File: config.mk
export PLATFORM = sky130hd
export DESIGN_NAME = mac_operand_feeder
export DESIGN_NICKNAME = d
export VERILOG_FILES = /design/src/rtl/mac_operand_feeder.sv
export SDC_FILE = /design/constraint.sdc
export NUM_CORES = 1
export LEC_CHECK = 0
export CORE_MARGIN = 8
export CORE_UTILIZATION = 56
export DETAILED_ROUTE_END_ITERATION = 7
export DONT_BUFFER_PORTS = 1
export PLACE_DENSITY = 0.79
export SYNTH_ARGS = -nofsm -noshare
export SYNTH_HDL_FRONTEND = slang
export SYNTH_SLANG_ARGS = --single-unit
File: constraint.sdc
create_clock -name clk -period 2.5 [get_ports clk]
set_input_delay 0.625 -clock clk [delete_from_list [all_inputs] [get_ports clk]]
set_output_delay 0.625 -clock clk [all_outputs]
set_load 0.005 [all_outputs]
File: src/rtl/mac_operand_feeder.sv
// Operand sequencer for the convolution MAC unit: clears the accumulator, streams
// num_terms buffer pairs into it, then captures and hands off the dot product.
module mac_operand_feeder #(
   parameter int DATA_WIDTH = 32,
   parameter int ADDR_WIDTH = 8,
   parameter int CNT_WIDTH  = 16
) (
   input  logic                  clk,
   input  logic                  reset,
   input  logic                  start,
   input  logic [ADDR_WIDTH-1:0] base_addr,
   input  logic [CNT_WIDTH-1:0]  num_terms,
   output logic                  busy,
   output logic                  rd_en,
   output logic [ADDR_WIDTH-1:0] rd_addr,
   input  logic [DATA_WIDTH-1:0] rd_data_a,
   input  logic [DATA_WIDTH-1:0] rd_data_b,
   output logic                  mac_rst_n,
   output logic [DATA_WIDTH-1:0] mac_a,
   output logic [DATA_WIDTH-1:0] mac_b,
   input  logic [DATA_WIDTH-1:0] mac_result,
   output logic                  out_valid,
   input  logic                  out_ready,
   output logic [DATA_WIDTH-1:0] out_data
);

   // state | meaning
   // IDLE  | waiting for start
   // CLEAR | one cycle, accumulator held in reset
   // FETCH | one buffer read per cycle, num_terms cycles
   // DRAIN | three cycles for the last operands to reach the accumulator
   // OUT   | result presented until out_ready
   localparam logic [2:0] S_IDLE  = 3'd0;
   localparam logic [2:0] S_CLEAR = 3'd1;
   localparam logic [2:0] S_FETCH = 3'd2;
   localparam logic [2:0] S_DRAIN = 3'd3;
   localparam logic [2:0] S_OUT   = 3'd4;

   localparam logic [CNT_WIDTH-1:0] DRAIN_LAST = CNT_WIDTH'(2);

   logic [2:0]            state_q, state_d;
   logic [CNT_WIDTH-1:0]  cnt_q, cnt_d;
   logic [ADDR_WIDTH-1:0] addr_q, addr_d;
   logic                  vld_q, vld_d;
   logic                  mac_rst_n_q, mac_rst_n_d;
   logic [DATA_WIDTH-1:0] mac_a_q, mac_a_d;
   logic [DATA_WIDTH-1:0] mac_b_q, mac_b_d;
   logic [DATA_WIDTH-1:0] out_data_q, out_data_d;

   always_comb begin
      state_d    = state_q;
      cnt_d      = cnt_q;
      addr_d     = addr_q;
      out_data_d = out_data_q;
      case (state_q)
         S_IDLE: begin
            if (start) begin
               addr_d  = base_addr;
               cnt_d   = num_terms;
               state_d = S_CLEAR;
            end
         end
         S_CLEAR: begin
            if (cnt_q != '0) begin
               state_d = S_FETCH;
            end else begin
               cnt_d   = DRAIN_LAST;
               state_d = S_DRAIN;
            end
         end
         S_FETCH: begin
            addr_d = addr_q + 1'b1;
            if (cnt_q == CNT_WIDTH'(1)) begin
               cnt_d   = DRAIN_LAST;
               state_d = S_DRAIN;
            end else begin
               cnt_d = cnt_q - 1'b1;
            end
         end
         S_DRAIN: begin
            // Terminal count: the last product has just landed in the accumulator.
            if (cnt_q == '0) begin
               out_data_d = mac_result;
               state_d    = S_OUT;
            end else begin
               cnt_d = cnt_q - 1'b1;
            end
         end
         S_OUT: begin
            if (out_ready) begin
               state_d = S_IDLE;
            end
         end
         default: state_d = S_IDLE;
      endcase
   end

   // Operands are forced to zero whenever no read is returning, so the
   // free-running accumulator only ever adds +0.0 outside a job.
   always_comb begin
      vld_d       = rd_en;
      mac_a_d     = vld_q ? rd_data_a : '0;
      mac_b_d     = vld_q ? rd_data_b : '0;
      mac_rst_n_d = (state_d != S_CLEAR);
   end

   always_ff @(posedge clk or negedge reset) begin
      if (!reset) begin
         state_q     <= S_IDLE;
         cnt_q       <= '0;
         addr_q      <= '0;
         vld_q       <= 1'b0;
         mac_rst_n_q <= 1'b0;
         mac_a_q     <= '0;
         mac_b_q     <= '0;
         out_data_q  <= '0;
      end else begin
         state_q     <= state_d;
         cnt_q       <= cnt_d;
         addr_q      <= addr_d;
         vld_q       <= vld_d;
         mac_rst_n_q <= mac_rst_n_d;
         mac_a_q     <= mac_a_d;
         mac_b_q     <= mac_b_d;
         out_data_q  <= out_data_d;
      end
   end

   assign busy      = (state_q != S_IDLE);
   assign rd_en     = (state_q == S_FETCH);
   assign rd_addr   = addr_q;
   assign mac_rst_n = mac_rst_n_q;
   assign mac_a     = mac_a_q;
   assign mac_b     = mac_b_q;
   assign out_valid = (state_q == S_OUT);
   assign out_data  = out_data_q;

endmodule
==> impl_metrics.env, run 1 <==
export IMPL_die_h_um=111.4
export IMPL_status="finished, violations left"
export IMPL_required_ps=2870
export IMPL_path_common_cell="mux2_4"
export IMPL_crit_chain="inv_2 > ha_2 > or3b_2 > nor4_4 > mux2_4 > and2_4 > mux2_4"
export IMPL_cts_sinks=125
export IMPL_core_um2=8763
export IMPL_cpLargestDelayFamily="simple AND/OR/NAND/NOR gates"
export IMPL_yosysTopAreaCellShare_pct=61.44
export IMPL_die_x_um=111.4
export IMPL_drv_cap=0
export IMPL_wl_per_cell_um=23.46
export IMPL_insertion_delay_ps=500
export IMPL_path_class="register to register"
export IMPL_cp_max_fo=7
export IMPL_drt_iter0_drc=151
export IMPL_violations="hold timing"
export IMPL_ys_warn_count=0
export IMPL_antenna_found_initial=0
export IMPL_syn_inst=411
export IMPL_clk_pin_slew_worst_paths_ps=70
export IMPL_dp_cells=511
export IMPL_root_buffer="clkbuf_8"
export IMPL_ys_flop_type="dfrtp_1"
export IMPL_rows=34
export IMPL_hpwlAfterDp_mm=9.519
export IMPL_h_tree_depth=4
export IMPL_grt_start_max_net_pins=126
export IMPL_grt_pass1_vias=3506
export IMPL_avgSynthCellArea_um2=12.39
export IMPL_slew_violations=0
export IMPL_synth_seq_cells=125
export IMPL_drt_total_wl_mm=12.79
export IMPL_drive_above_1_share_pct=21.74
export IMPL_rsz0062_at_grt="false"
export IMPL_cts_tree="built"
export IMPL_yosysUniqueCellTypes=50
export IMPL_fmax_ghz=0.4086
export IMPL_ys_seq_area_share_pct=61.44
export IMPL_leakage_uw=0.002607
export IMPL_cts_made_buffers=17
export IMPL_synth_most_common_cell="dfrtp_1"
export IMPL_place_area_um2=5233
export IMPL_grtUsageTotal_pct=20.41
export IMPL_skew_ps=17.25
export IMPL_grt_pass1_wl_mm=20.02
export IMPL_die_area_um2=12400
export IMPL_slew_headroom_pct=63.38
export IMPL_drc=0
export IMPL_slowest_delay_ps=490
export IMPL_worst_ep_arrival_time_ps=2820
export IMPL_syn2layout_area_growth_pct=14.97
export IMPL_netlist_top_cell_by_area="dfrtp_1"
export IMPL_cellPowerDensity_nw_per_um2=1200
export IMPL_crit_path_top_delay_cell="or3b_2"
export IMPL_start_util_pct=58.10
export IMPL_antennaDiodeCount=0
export IMPL_io_pins=232
export IMPL_io_buffers=0
export IMPL_hp_class="input port to asynchronous set/reset pin"
export IMPL_ant_nets=0
export IMPL_cp_start_kind="register"
export IMPL_worst_slew_pin_slew_ps=548.1
export IMPL_crit_buf_inv=1
export IMPL_period_share_pct=97.90
export IMPL_worst_ir_drop_vdd_mv=0.6615
export IMPL_synth_area_top_cells="dfrtp_1 (61%), and2_1 (8.1%), mux2_2 (6.4%)"
export IMPL_async_flop_share_pct=100.0
export IMPL_setup_violations=0
export IMPL_hold_slack_ps=-183.1
export IMPL_firstDrtPassIters=4
export IMPL_place_congestion=0.8519
export IMPL_netlist_area_um2=5091
export IMPL_layoutNonFillerInstCount=545
export IMPL_fin_nets=552
export IMPL_final_cell_area_um2=5853
export IMPL_hold_viol_final=125
export IMPL_route_vias_total=3276
export IMPL_tns_ps=0
export IMPL_fin_crit_ps=2448
export IMPL_yosys_top_cells_count="dfrtp_1 (125), and2_1 (66), mux2_2 (29)"
export IMPL_synth_edf_count=0
export IMPL_syn_nets=539
export IMPL_clk_path_buf_depth=2
export IMPL_cp_end_kind="register"
export IMPL_via_per_inst=6.011
export IMPL_gr_total_overflow=0
[flip-flops by register name, summed over array words and instances (netlist names)]
register   flops
mac_rst_n      1
vld_q          1
state_q        3
cnt_q         16
out_data      32
rd_addr        8
mac_b         32
mac_a         32
[cell type report]
cell class / count / area (um2)
clock inverters: 14 / 168.9
inverters: 12 / 45.04
flip-flops and latches: 125 / 3129
clock buffers: 18 / 427.9
fillers: 650 / 2910
repair buffers: 16 / 120.1
multi-input cells: 252 / 1827
well taps: 108 / 135.1
[kinds of logic after synthesis]
group,count (synthesis),share of synthesized area (%)
adders and majority gates,4,0.9831
and+or+nand+nor,147,17.11
DFF,125,61.44
AOI/OAI and AO/OA,65,9.388
buffers and inverters,34,2.924
muxes,36,8.159
[worst reg2reg max path, stage by stage (launching register included)]
cell and delay [ps]:
dfrtp_2 450, inv_2 90, ha_2 190, or3b_2 490, nor4_4 300, mux2_4 340
and2_4 180, mux2_4 300
[path summary, 6_finish.rpt]
kind / start / endpoint / slack [ps] / cells past startpoint
worst max-delay path: cnt_q[1] / cnt_q[0] / 50 / 7
worst min register to register: out_data[5] / out_data[5] / 540 / 1
worst min-delay path: reset / cnt_q[14] / -180 / 0
worst max register to register: cnt_q[1] / cnt_q[0] / 50 / 7
min in group clk: out_ready / state_q[2] / 240 / 1
max in group asynchronous: reset / rd_addr[1] / 2480 / 0
[metrics by stage]
stage / hold WS [ps] / util [%] / power, uW / setup slack (ps)
4_1_cts: -205.4 / 66.52 / 7088 / 39.68
2_1_floorplan: 329.4 / - / 4102 / 143.0
3_5_place_dp: 333.3 / 59.71 / 4609 / 69.66
5_1_grt: -213.6 / 66.79 / 7416 / 10.87
3_3_place_gp: 333.1 / 59.71 / 4526 / 190.4
6_report: -183.1 / 66.79 / 7022 / 52.42
[cell usage in the layout, fill, tap and decap left out, types with 7 or more instances in the layout]
master,instances
a21oi_1,7
and2_1,66
buf_4,16
clkbuf_16,16
dfrtp_1,124
inv_1,11
mux2_2,29
nand2_1,22
nor2_1,17
nor3_1,7
o211ai_1,12
o2bb2ai_1,7
[per-layer routing]
layer | share of wire, % | track usage [%] | vias up
li1 | - | - | 1469
met1 | 35 | 22.06 | 1611
met2 | 51 | 34.02 | 187
met3 | 13 | 10.95 | 9
met4 | 0.77 | 5.778 | 0
met5 | 0 | 0 | -
[what timing repair did]
item,4_1_cts,5_1_grt
setup endpoints to repair,0,11
gates resized for setup,0,4
buffers inserted,0,2
endpoints found under the hold margin,125,125
[where the power goes]
part	internal [uW]	switching [uW]	leakage [uW]	total, uW
clock network	1490	956	0.000297	2440
logic	686	704	0.000777	1390
registers	2620	565	0.00153	3190
total	4800	2230	0.00261	7020
No activity file was read; power rests on OpenSTA's default activity.
==> run 2, diff against run 1 <==
--- a/config.mk
+++ b/config.mk
@@ -6,10 +6,11 @@
 export NUM_CORES = 1
 export LEC_CHECK = 0
 export CORE_MARGIN = 8
-export CORE_UTILIZATION = 56
+export CORE_UTILIZATION = 61
 export DETAILED_ROUTE_END_ITERATION = 7
 export DONT_BUFFER_PORTS = 1
-export PLACE_DENSITY = 0.79
+export PLACE_DENSITY = 0.82
 export SYNTH_ARGS = -nofsm -noshare
 export SYNTH_HDL_FRONTEND = slang
 export SYNTH_SLANG_ARGS = --single-unit
+export TNS_END_PERCENT = 5
==> constraint.sdc (replaced) <==
create_clock -name clk -period 2.4 [get_ports clk]
set_input_delay 0.6 -clock clk [delete_from_list [all_inputs] [get_ports clk]]
set_output_delay 0.6 -clock clk [all_outputs]
set_load 0.005 [all_outputs]
==> run 2 against run 1 <==
Critical endpoint is now cnt_q[1]. Sequential power increased by 4%. Global-route usage increased by 3.4 points. Cell count unchanged. Die area decreased by 7.0%. Total power increased by 5.4%. Design area increased by 0.11%. Routed wire length increased by 6.5%. Worst hold slack got worse by 35 ps. Largest cell class unchanged. The flow still finishes with violations (hold timing). Count of clock-buffer cells in the layout unchanged. Worst setup slack got worse by 41 ps. Register-to-register slack got worse by 40 ps.
==> impl_metrics.env, run 2 (synthesized netlist as in run 1, its figures left out) <==
export IMPL_status="finished, violations left"
export IMPL_violations="hold timing"
export IMPL_cp_startpoint="cnt_q[0]"
export IMPL_p_sw_uw=2321
export IMPL_route_vias_total=3336
export IMPL_worst_ir_drop_vdd_mv=0.6752
export IMPL_cts_sinks=125
export IMPL_clk_path_buf_depth=2
export IMPL_worst_ep_arrival_time_ps=2780
export IMPL_grtUsageTotal_pct=23.79
export IMPL_worstReg2RegStart="cnt_q[0]"
export IMPL_reg2reg_depth=7
export IMPL_internal_power_uw=5079
export IMPL_crit_buf_inv=1
export IMPL_cp_start_kind="register"
export IMPL_rsz0062_at_grt="false"
export IMPL_hp_class="input port to asynchronous set/reset pin"
export IMPL_drive_above_1_share_pct=21.23
export IMPL_antenna_found_initial=2
export IMPL_crit_path_top_delay_cell="or3b_2"
export IMPL_clock_power_share_pct=34.8
export IMPL_insertion_delay_ps=510
export IMPL_cpLargestDelayFamily="simple AND/OR/NAND/NOR gates"
export IMPL_crit_chain="inv_1 > ha_2 > or3b_2 > nor4_4 > mux2_4 > and2_4 > mux2_4"
export IMPL_required_ps=2790
export IMPL_cellPowerDensity_nw_per_um2=1263
export IMPL_place_congestion=0.9007
export IMPL_grt_pass1_vias=3463
export IMPL_final_common_cell="dfrtp_1"
export IMPL_grt_pass1_wl_mm=20.58
export IMPL_cp_end_kind="register"
export IMPL_slew_violations=0
export IMPL_cts_setup_buffers=0
export IMPL_slowest_delay_ps=480
export IMPL_drc=0
export IMPL_grt_start_max_net_pins=126
export IMPL_setup_violations=0
export IMPL_worst_path_stages=7
export IMPL_clk_pin_slew_worst_paths_ps=60
export IMPL_fin_crit_ps=2389
export IMPL_syn2layout_area_growth_pct=15.09
export IMPL_hold_viol_final=125
export IMPL_path_common_cell="mux2_4"
export IMPL_leakage_uw=0.002608
export IMPL_place_area_um2=5246
export IMPL_cts_tree="built"
export IMPL_drv_cap=0
export IMPL_wl_per_cell_um=24.99
export IMPL_cts_made_buffers=17
export IMPL_ant_nets=0
export IMPL_die_area_um2=11530
export IMPL_fin_nets=553
export IMPL_rows=33
export IMPL_core_um2=8134
export IMPL_worst_slew_pin_slew_ps=649.7
export IMPL_via_per_inst=6.121
export IMPL_regToRegSetupSlack_ps=10
export IMPL_switching_share_pct=31.36
export IMPL_io_buffers=0
export IMPL_cp_max_fo=7
export IMPL_die_x_um=107.4
export IMPL_path_class="register to register"
export IMPL_slew_headroom_pct=56.59
export IMPL_gr_total_overflow=0
export IMPL_power_frac_seq_pct=44.9
export IMPL_start_util_pct=62.59
export IMPL_fmax_ghz=0.4186
export IMPL_die_h_um=107.4
export IMPL_drt_total_wl_mm=13.62
export IMPL_period_share_pct=99.54
export IMPL_skew_ps=6.999
export IMPL_r2r_end="cnt_q[1]"
export IMPL_firstDrtPassIters=4
export IMPL_io_pins=232
export IMPL_combPwrFrac_pct=20.3
export IMPL_hold_slack_ps=-217.9
export IMPL_h_tree_depth=4
export IMPL_final_cell_area_um2=5859
export IMPL_root_buffer="clkbuf_8"
export IMPL_drt_iter0_drc=152
export IMPL_hpwlAfterDp_mm=9.893
export IMPL_tns_ps=0
export IMPL_final_cell_mix="dfrtp_1 (125), and2_1 (66), mux2_2 (29), nand2_1 (22)"
[run 2: changes by cell type in the layout (fill, tap and decap cells not counted)]
cell | previous run | this run
inv_6 | 6 | 3
bufinv_16 | 2 | 3
clkbuf_8 | 2 | 1
diode_2 | 0 | 2
clkbuf_1 | 0 | 1
nor3b_1 | 3 | 4
nor3b_2 | 1 | 0
dfrtp_1 | 124 | 125
buf_4 | 16 | 17
inv_8 | 3 | 2
dfrtp_2 | 1 | 0
clkinv_2 | 1 | 2
clkinv_4 | 2 | 3
clkinvlp_4 | 0 | 1
[run 2: worst max-delay path by stage]
stage | slack [ps] | endpoint
after floorplan | 40 | cnt_q[0]
after global placement | 160 | cnt_q[1]
after detailed placement | 50 | cnt_q[10]
after CTS | 9 | cnt_q[3]
after global routing | 1 | cnt_q[1]
final | 10 | cnt_q[1]
[run 2: layer usage]
metal | track usage, % | wire [um]
met5 | 0 | 11
met4 | 8.622 | 209
met3 | 12.34 | 1725
met2 | 39.45 | 7071
met1 | 25.44 | 4600
[run 2: final cells by class]
class | count | area [um2]
flip-flops and latches | 125 | 3128
fillers | 562 | 2275
multi-input cells | 252 | 1822
clock buffers | 18 | 417.9
clock inverters | 14 | 182.7
well taps | 105 | 131.4
repair buffers | 17 | 127.6
inverters | 12 | 45.04
diodes | 2 | 5.005
[run 2: metrics by stage]
| stage | cells | utilization [%] | setup slack [ps] | power [uW] |
|---|---|---|---|---|
| 2_1_floorplan | 411 | - | 42.95 | 4273 |
| 3_3_place_gp | 511 | 64.50 | 159.4 | 4762 |
| 3_5_place_dp | 511 | 64.50 | 50.28 | 4848 |
| 4_1_cts | 543 | 71.88 | 8.648 | 7455 |
| 5_1_grt | 544 | 72.00 | 1.340 | 7820 |
| 6_report | 545 | 72.04 | 11.05 | 7400 |
[run 2: timing repair]
action                                 4_1_cts  5_1_grt
endpoints found under the hold margin      125      125
setup endpoints to repair                    0       11
resized for setup                            0        3
[run 2: power by group through the flow]
stage / clock [uW] / sequential, uW / combinational, uW
CTS: 2610 / 3340 / 1500
detailed placement: 0 / 3350 / 1500
floorplan: 0 / 3130 / 1140
global route: 2720 / 3420 / 1680
finish: 2580 / 3320 / 1500
global placement: 0 / 3340 / 1420
[run 2: worst register-to-register path: cells and delay by family, from the launching register on]
kind / cells / cell delay [ps]
DFF: 1 / 380
buffers and inverters: 1 / 90
muxes: 2 / 650
and+or+nand+nor: 3 / 950
adders and majority gates: 1 / 200
==> run 3, diff against run 2 <==
--- a/config.mk
+++ b/config.mk
@@ -10,6 +10,7 @@
 export DETAILED_ROUTE_END_ITERATION = 7
 export DONT_BUFFER_PORTS = 1
 export PLACE_DENSITY = 0.82
+export SLEW_MARGIN = 20
 export SYNTH_ARGS = -nofsm -noshare
 export SYNTH_HDL_FRONTEND = slang
 export SYNTH_SLANG_ARGS = --single-unit
==> results of run 3 <==
No change in the layout: final DEF, timing and power equal those of run 2.
